$ cat config.mk
export PLATFORM = sky130hd
export DESIGN_NAME = hilo_div
export DESIGN_NICKNAME = d
export VERILOG_FILES = /design/src/rtl/hilo_div.sv
export SDC_FILE = /design/constraint.sdc
export NUM_CORES = 1
export LEC_CHECK = 0
export ABC_AREA = 1
export BUFFER_PORTS_ARGS = -buffer_cell sky130_fd_sc_hd__buf_4
export CAP_MARGIN = 20
export CORE_MARGIN = 1.5
export CORE_UTILIZATION = 38
export CTS_CLUSTER_SIZE = 40
export DETAILED_ROUTE_END_ITERATION = 12
export PLACE_DENSITY = 0.57
export SLEW_MARGIN = 20
export SYNTH_ARGS = -nofsm -noshare
export SYNTH_HDL_FRONTEND = slang
export SYNTH_SLANG_ARGS = --single-unit
$ cat constraint.sdc
create_clock -name clk -period 5.76 [get_ports clk]
set_input_delay 0.288 -clock clk [delete_from_list [all_inputs] [get_ports clk]]
set_output_delay 0.288 -clock clk [all_outputs]
set_load 0.02 [all_outputs]
$ cat src/rtl/hilo_div.sv
// hilo_div: multi-cycle 32-bit DIV/DIVU unit writing the HI/LO pair.
// Restoring radix-2 divider on operand magnitudes, then one sign-fix cycle.
//
// Ports:
//   clk, rst        rising-edge clock, synchronous active-high reset
//   start           begin a divide (accepted in IDLE or DONE only)
//   is_signed       1 = DIV (two's complement), 0 = DIVU
//   cancel          abort the divide in flight, back to IDLE, no result
//   a, b            dividend, divisor (captured with start)
//   busy            high in CALC and FIX
//   valid           one-cycle strobe in DONE, usable as HI/LO write enable
//   hilo_o          {HI = remainder, LO = quotient}, held between results
//
// Build option: HILO_DIV_ZERO_FAST_EN -- a start with b = 0 skips the
// iterative path and goes straight to DONE on the next edge.

module hilo_div (
    input  logic        clk,
    input  logic        rst,
    input  logic        start,
    input  logic        is_signed,
    input  logic        cancel,
    input  logic [31:0] a,
    input  logic [31:0] b,
    output logic        busy,
    output logic        valid,
    output logic [63:0] hilo_o
);

    typedef enum logic [1:0] {
        IDLE,
        CALC,
        FIX,
        DONE
    } state_t;

    state_t      state;
    logic [4:0]  cnt;
    logic [31:0] dvs;
    logic [31:0] rem;
    logic [31:0] quo;
    logic        neg_q;
    logic        neg_r;
    logic        dz;

    logic [31:0] a_mag;
    logic [31:0] b_mag;
    logic [32:0] r_sh;
    logic [32:0] diff;
    logic [31:0] q_fix;
    logic [31:0] r_fix;

    assign a_mag = (is_signed && a[31]) ? (~a + 32'd1) : a;
    assign b_mag = (is_signed && b[31]) ? (~b + 32'd1) : b;

    // Partial remainder shifted left with the next dividend bit; the
    // quotient register doubles as the dividend shift register.
    assign r_sh = {rem, quo[31]};
    assign diff = r_sh - {1'b0, dvs};

    assign q_fix = neg_q ? (~quo + 32'd1) : quo;
    assign r_fix = neg_r ? (~rem + 32'd1) : rem;

    always_ff @(posedge clk) begin
        if (rst) begin
            state  <= IDLE;
            cnt    <= 5'd0;
            dvs    <= 32'd0;
            rem    <= 32'd0;
            quo    <= 32'd0;
            neg_q  <= 1'b0;
            neg_r  <= 1'b0;
            dz     <= 1'b0;
            busy   <= 1'b0;
            valid  <= 1'b0;
            hilo_o <= 64'd0;
        end else if (cancel) begin
            state <= IDLE;
            busy  <= 1'b0;
            valid <= 1'b0;
        end else begin
            unique case (state)
                IDLE, DONE: begin
                    valid <= 1'b0;
                    if (start) begin
                        dvs   <= b_mag;
                        rem   <= 32'd0;
                        quo   <= a_mag;
                        cnt   <= 5'd0;
                        neg_q <= is_signed & (a[31] ^ b[31]);
                        neg_r <= is_signed & a[31];
                        dz    <= (b == 32'd0);
`ifdef HILO_DIV_ZERO_FAST_EN
                        if (b == 32'd0) begin
                            state  <= DONE;
                            busy   <= 1'b0;
                            valid  <= 1'b1;
                            hilo_o <= {a, 32'hFFFF_FFFF};
                        end else begin
                            state <= CALC;
                            busy  <= 1'b1;
                        end
`else
                        state <= CALC;
                        busy  <= 1'b1;
`endif
                    end else begin
                        state <= IDLE;
                    end
                end
                CALC: begin
                    // No borrow means the divisor fits: keep the
                    // difference and shift in a 1 quotient bit.
                    if (!diff[32]) begin
                        rem <= diff[31:0];
                        quo <= {quo[30:0], 1'b1};
                    end else begin
                        rem <= r_sh[31:0];
                        quo <= {quo[30:0], 1'b0};
                    end
                    cnt <= cnt + 5'd1;
                    if (cnt == 5'd31) begin
                        state <= FIX;
                    end
                end
                FIX: begin
                    state <= DONE;
                    busy  <= 1'b0;
                    valid <= 1'b1;
                    // Divide by zero: the magnitude loop leaves |a| in
                    // rem, so the remainder fix restores a; LO is forced
                    // to all ones regardless of sign.
                    if (dz) begin
                        hilo_o <= {r_fix, 32'hFFFF_FFFF};
                    end else begin
                        hilo_o <= {r_fix, q_fix};
                    end
                end
            endcase
        end
    end

endmodule

==> flow_metrics.py, run 1 <==
metrics = {
    "sta": {
        "rsz0062_at_grt": "no",
        "worst_pin_slew_ns": 0.768,
        "skew_ns": 0.00964,
        "setup_viol_count_final": 0,
        "hold_violations": 0,
        "finalMaxSlewViolations": 0,
        "slew_headroom": 0.487,
        "max_freq_mhz": 326,
        "fin_crit_sh": 0.533,
        "layout_min_cycle_time_ns": 3.07,
        "setup_ws_ns": 2.69,
        "finalSetupTns_ns": 0,
    },
    "yosys": {
        "synth_area_sq_um": 12700,
        "synth_mux_area_frac": 0,
        "synthTopCellsByArea": "dfxtp_1 27%, nand2_1 16%, inv_1 9.5%",
        "synth_top_area_cell": "dfxtp_1",
        "synth_fa_ha_area_frac": 0.0420,
        "synth-warning-count": 0,
        "netlist.area_leader.share": 0.271,
        "postSynthCellCount": 2103,
        "async_flop_share": 0,
        "avgSynthCellArea_sq_um": 6.03,
        "synth.ff_latch_count": 172,
        "synth_compound_area_frac": 0.174,
        "synth_cell_types": 51,
        "yosysSeqAreaShare": 0.271,
        "synthesis.nets": 2214,
        "synth_edf_count": 0,
        "synth_xor_area_frac": 0.0352,
        "synth_top_family_by_area": "simple AND/OR/NAND/NOR gates",
        "synthFlopType": "dfxtp_1",
        "synthSimpleGateAreaFrac": 0.350,
    },
    "final_layout": {
        "drive_gt1_frac": 0.104,
        "antenna_cells": 0,
        "area_growth_pct": 14.6,
        "fillCellCount": 3630,
        "nets": 2298,
        "multi_input_area_sq_um": 7650,
        "seqCellArea_sq_um": 3440,
        "final_cell_area_sq_um": 14500,
    },
    "min_path": {
        "hp-class": "in2reg",
    },
    "power": {
        "p_per_area_nw_per_um2": 218,
        "vdd_drop_max_v": 0.000197,
        "p_leak_nw": 7.12,
    },
    "flow_run": {
        "max_cap_violations": 0,
    },
    "setup_path": {
        "r2r_start": "quo[31]$_SDFFE_PP0P_",
        "startpoint": "quo[31]$_SDFFE_PP0P_",
        "r2r_slack_ns": 2.69,
        "worst_r2r_endpoint": "rem[2]$_SDFFE_PP0P_",
        "rr_worst_depth": 16,
        "crit_required_ns": 6.11,
        "start_kind": "flip-flop",
        "path_max_fanout": 22,
        "worst-endpoint-arrival_ns": 3.42,
        "critPathCapture": "rem[2]$_SDFFE_PP0P_",
        "critPathKind": "reg2reg",
        "worstSetupEndpointType": "flip-flop",
    },
    "cts": {
        "clock_sinks": 172,
        "clk_latency_ns": 0.44,
        "holdBufCountCts": 0,
        "cts_setup_buffers": 0,
        "cts_root_buf": "clkbuf_16",
        "htreeDepth": 4,
        "clk_pin_slew_ns": 0.07,
        "cts_resized": 0,
        "numCtsBuffers": 17,
        "cts_tree": "built",
        "clk_path_buf_depth": 2,
    },
    "die": {
        "fp-row-count": 66,
        "chipWidth_microns": 186,
        "core-area_sq_um": 32700,
        "die-area_sq_um": 34500,
        "dieHeight_microns": 186,
        "io_pins": 135,
        "start_util": 0.388,
    },
    "place": {
        "dpl.hpwl_microns": 33400,
        "gp_congestion": 0.975,
        "placed_area_sq_um": 14000,
        "io_buffers": 134,
        "dp_slack_ns": 2.83,
    },
    "drt": {
        "drt-total-wl_microns": 42600,
        "drt_iter0_drc": 908,
        "via_per_inst": 5.13,
        "drc_errors": 0,
        "antenna_left": 0,
        "dr.pass1.iters": 5,
        "vias": 13500,
        "wl_per_cell_microns": 16.2,
    },
    "grt": {
        "antenna_found_initial": 0,
        "overflow": 0,
        "grt_pass1_wl_microns": 66200,
        "grt_max_degree": 72,
        "grt_pass1_vias": 12600,
        "grt_usage": 0.247,
    },
    "outcome": {
        "status": "finished, final reports clean",
    },
}
-- layout by cell type, fill, tap and decap left out, drive strengths merged, types with 2 or more instances in the layout --
cell type  Yosys  layout
o21bai         5       5
nor4           8       8
or3            2       2
nor2         213     213
xnor2         10      10
buf           23     144
o22ai          2       2
o21ai        130     130
o221ai        13      13
nand2        540     540
inv          333     336
nand4         15      15
nand3b        18      18
or2            8       8
clkinvlp       0       3
o31ai          5       5
o211ai        15      15
bufinv         0       2
xor2          41      41
ha            41      41
clkinv         5       7
a31oi         18      18
a211oi         3       3
a22oi         27      27
dfxtp        172     172
clkbuf        56      18
nor3          30      30
a21o           2       2
a21oi        167     167
and2           3       3
nand3        191     191
a31o           2       2
-- kinds of logic (layout without fill, tap and decap cells) --
kind of cell / after synthesis / in the layout
simple gates: 1030 / 1030
buf+inv: 417 / 510
compound gates: 391 / 391
flops: 172 / 172
xor+xnor: 51 / 51
fa+ha+maj: 42 / 42
-- worst max-delay path, cell delays in order (launching register included) --
cell and delay, ns:
dfxtp_1 0.37, inv_1 0.08, ha_1 0.25, fa_1 0.43, inv_1 0.12, nand2_1 0.06
nand2_1 0.07, nand3_1 0.08, nand2_2 0.13, nand2_2 0.08, nand2_4 0.08, nand2_4 0.07
nand3_2 0.35, nand2_2 0.41, nand2_1 0.16, nand3_1 0.07, a21oi_1 0.16
-- report_power, final --
group | internal [mW] | total (mW) | switching [mW]
Sequential | 1.24 | 1.28 | 0.0458
Clock | 0.631 | 1.14 | 0.505
Combinational | 0.243 | 0.747 | 0.504
-- through the flow --
step | util | hold slack [ns] | power (mW) | cells
2_1_floorplan | - | 0.443 | 1.80 | 2103
3_3_place_gp | 0.428 | 0.438 | 2.04 | 2610
3_5_place_dp | 0.428 | 0.440 | 2.04 | 2610
4_1_cts | 0.445 | 0.131 | 3.18 | 2638
5_1_grt | 0.445 | 0.160 | 3.32 | 2638
6_report | 0.445 | 0.156 | 3.16 | 2638
-- how the worst min path moves through the flow --
stage | start | endpoint | slack, ns | cells past startpoint
final | start | busy$_SDFFE_PP0P_ | 0.16 | 4
after detailed placement | valid$_SDFFE_PP0P_ | valid$_SDFFE_PP0P_ | 0.44 | 2
after global routing | a[8] | quo[8]$_SDFFE_PP0P_ | 0.16 | 3
after global placement | valid$_SDFFE_PP0P_ | valid$_SDFFE_PP0P_ | 0.44 | 2
after floorplan | dvs[20]$_SDFFE_PP0P_ | dvs[20]$_SDFFE_PP0P_ | 0.44 | 2
after CTS | start | busy$_SDFFE_PP0P_ | 0.13 | 4
-- sequential cells by signal (all words and copies together) (netlist names) --
register  flops
busy          1
cnt           5
dvs          32
dz            1
hilo_o       64
neg_q         1
neg_r         1
quo          32
rem          32
state         2
valid         1
-- final cells by class --
class / instances / share of cell area
Clock buffer: 18 / 0.0295
Clock inverter: 10 / 0.00817
Inverter: 338 / 0.0874
Multi-Input combinational cell: 1514 / 0.526
Sequential cell: 172 / 0.237
Tap cell: 442 / 0.0380
Timing Repair Buffer: 144 / 0.0743
-- cells in the mapped netlist (all sizes together) (8+ instances only) --
cell type,count
nor2,213
nor3,30
nand3,191
inv,333
xnor2,10
or2,8
a22oi,27
o211ai,15
xor2,41
nand3b,18
a21oi,167
o21ai,130
dfxtp,172
nor4,8
nand4,15
buf,23
nand2,540
ha,41
o221ai,13
clkbuf,56
a31oi,18
-- per-layer routing --
| metal | up-vias | track usage | part of all wire |
|---|---|---|---|
| met5 | - | 0 | 0 |
| met4 | 0 | 0.0877 | 0.029 |
| met3 | 63 | 0.0348 | 0.049 |
| met2 | 409 | 0.421 | 0.47 |
| met1 | 6109 | 0.318 | 0.45 |
| li1 | 6946 | - | - |
No activity file was read; power rests on OpenSTA's default activity.
==> run 2, diff against run 1 <==
PLACE_DENSITY = 0.59   (was 0.57)
clock period = 2.5 ns   (was 5.76 ns; I/O delays follow)
==> run 2 against run 1 <==
  * Design area increased by 4.1%
  * Via count increased by 1.6%
  * Total power increased by 130%
  * Critical path type unchanged
  * Critical endpoint is now rem[17]$_SDFFE_PP0P_
==> flow_metrics.py, run 2 (synthesis results as in run 1) <==
metrics = {
    "outcome": {
        "status": "finished, final reports clean",
    },
    "sta": {
        "skew_ns": 0.0120,
        "hold_violations": 0,
        "slew_headroom": 0.646,
        "setup_viol_count_final": 0,
        "max_freq_mhz": 421,
        "worst_pin_slew_ns": 0.525,
        "finalMaxSlewViolations": 0,
        "rsz0062_at_grt": "yes",
        "layout_min_cycle_time_ns": 2.38,
        "fin_crit_sh": 0.951,
        "fin_hold_ws_ns": 0.00983,
    },
    "grt": {
        "antenna_found_initial": 0,
        "overflow": 0,
        "grt_pass1_wl_microns": 68200,
        "grt_pass1_vias": 12900,
        "grt_usage": 0.255,
        "grt_max_degree": 98,
    },
    "min_path": {
        "hp-class": "in2reg",
    },
    "cts": {
        "numCtsBuffers": 17,
        "clk_path_buf_depth": 2,
        "clk_latency_ns": 0.44,
        "clk_pin_slew_ns": 0.07,
        "cts_tree": "built",
        "htreeDepth": 4,
        "cts_root_buf": "clkbuf_16",
        "clock_sinks": 172,
    },
    "power": {
        "p_int_mw": 4.83,
        "p_leak_nw": 7.40,
        "vdd_drop_max_v": 0.000473,
        "p_switching_mw": 2.50,
        "swShare": 0.341,
        "p_per_area_nw_per_um2": 485,
        "seqPwrFrac": 0.402,
        "clkPwrFrac": 0.351,
        "pwr-share-comb": 0.247,
    },
    "setup_path": {
        "worstSetupEndpointType": "flip-flop",
        "path_max_fanout": 11,
        "r2r_slack_ns": 0.12,
        "start_kind": "flip-flop",
        "crit_required_ns": 2.80,
        "critPathKind": "reg2reg",
        "worst-endpoint-arrival_ns": 2.68,
    },
    "die": {
        "chipWidth_microns": 186,
        "start_util": 0.388,
        "core-area_sq_um": 32700,
        "die-area_sq_um": 34500,
        "fp-row-count": 66,
        "io_pins": 135,
        "dieHeight_microns": 186,
    },
    "place": {
        "io_buffers": 134,
        "dpl.hpwl_microns": 34400,
        "gp_congestion": 0.982,
    },
    "final_layout": {
        "final_common_cell": "nand2_1",
        "area_growth_pct": 19.2,
        "final_util": 0.463,
        "fillCellCount": 3581,
        "drive_gt1_frac": 0.131,
        "largest_reg_flops": 64,
        "nets": 2349,
        "antenna_cells": 0,
        "mostFrequentLayoutCells": "524 x nand2_1, 322 x inv_1, 202 x nor2_1, 185 x nand3_1, 174 x buf_4",
        "top_register": "hilo_o",
    },
    "drt": {
        "wl_per_cell_microns": 16.1,
        "drt-total-wl_microns": 43400,
        "dr.pass1.iters": 6,
        "vias": 13700,
        "drc_errors": 0,
        "via_per_inst": 5.11,
        "antenna_left": 0,
        "drt_iter0_drc": 1095,
    },
    "flow_run": {
        "max_cap_violations": 0,
    },
}
==> run 2: path summary, 6_finish.rpt <==
path,startpoint,to,cells after the start
worst max register to register,quo[31]$_SDFFE_PP0P_,rem[17]$_SDFFE_PP0P_,18
worst max-delay path,quo[31]$_SDFFE_PP0P_,rem[17]$_SDFFE_PP0P_,18
worst min register to register,valid$_SDFFE_PP0P_,valid$_SDFFE_PP0P_,2
worst min-delay path,a[8],quo[8]$_SDFFE_PP0P_,3
==> run 2: per-stage QoR <==
step,worst slack [ns],cells,cell area [sq um],TNS (ns),total power [mW]
detailed placement,-0.0555,2646,14400,-0.169,4.77
global route,-0.0148,2692,15100,-0.0242,7.72
CTS,0.0164,2688,15000,0,7.35
global placement,0.0204,2646,14400,0,4.76
finish,0.123,2692,15100,0,7.34
floorplan,0.341,2103,12700,0,4.14
==> run 2: critical path: stages (launching register included) <==
cell and delay (ns):
dfxtp_1 0.34, inv_1 0.07, ha_1 0.21, fa_2 0.37, inv_1 0.08, nand2_1 0.05
nand2_1 0.08, nand3_1 0.08, nand2_2 0.11, nand2_2 0.08, nand2_4 0.07, nand2_4 0.06
nand2_4 0.08, nand2_4 0.10, nand2_4 0.11, clkbuf_16 0.16, nand2_1 0.05, nand3_1 0.07
a21oi_1 0.06
==> run 2: metal layers <==
| layer | vias to the layer above | wire length (microns) | global-route usage |
|---|---|---|---|
| met5 | - | 0 | 0 |
| met4 | 0 | 1800 | 0.115 |
| met3 | 81 | 1970 | 0.0292 |
| met2 | 347 | 20000 | 0.425 |
| met1 | 6250 | 19600 | 0.329 |
| li1 | 7071 | - | - |
==> run 2: layout make-up <==
| type | instances | area (sq um) | area share |
|---|---|---|---|
| well taps | 442 | 553 | 0.0365 |
| repair buffers | 194 | 1590 | 0.105 |
| flip-flops and latches | 172 | 3450 | 0.228 |
| inverters | 338 | 1270 | 0.0838 |
| clock buffers | 20 | 467 | 0.0308 |
| multi-input cells | 1515 | 7710 | 0.510 |
| clock inverters | 11 | 85.1 | 0.00562 |
==> run 2: power by group through the flow <==
stage	Clock [mW]	Combinational, mW	Sequential, mW
3_3_place_gp	0	1.75	3.01
2_1_floorplan	0	1.13	3.01
4_1_cts	2.62	1.78	2.95
3_5_place_dp	0	1.75	3.01
6_report	2.57	1.81	2.95
5_1_grt	2.74	2.02	2.96
==> run 2: what timing repair did <==
action	4_1_cts	5_1_grt
resized for setup	1	25
hold endpoints to repair	11	0
gates cloned	0	2
endpoints found under the setup margin	30	33
pin swaps	0	4
setup buffers	0	2
hold buffers	11	0
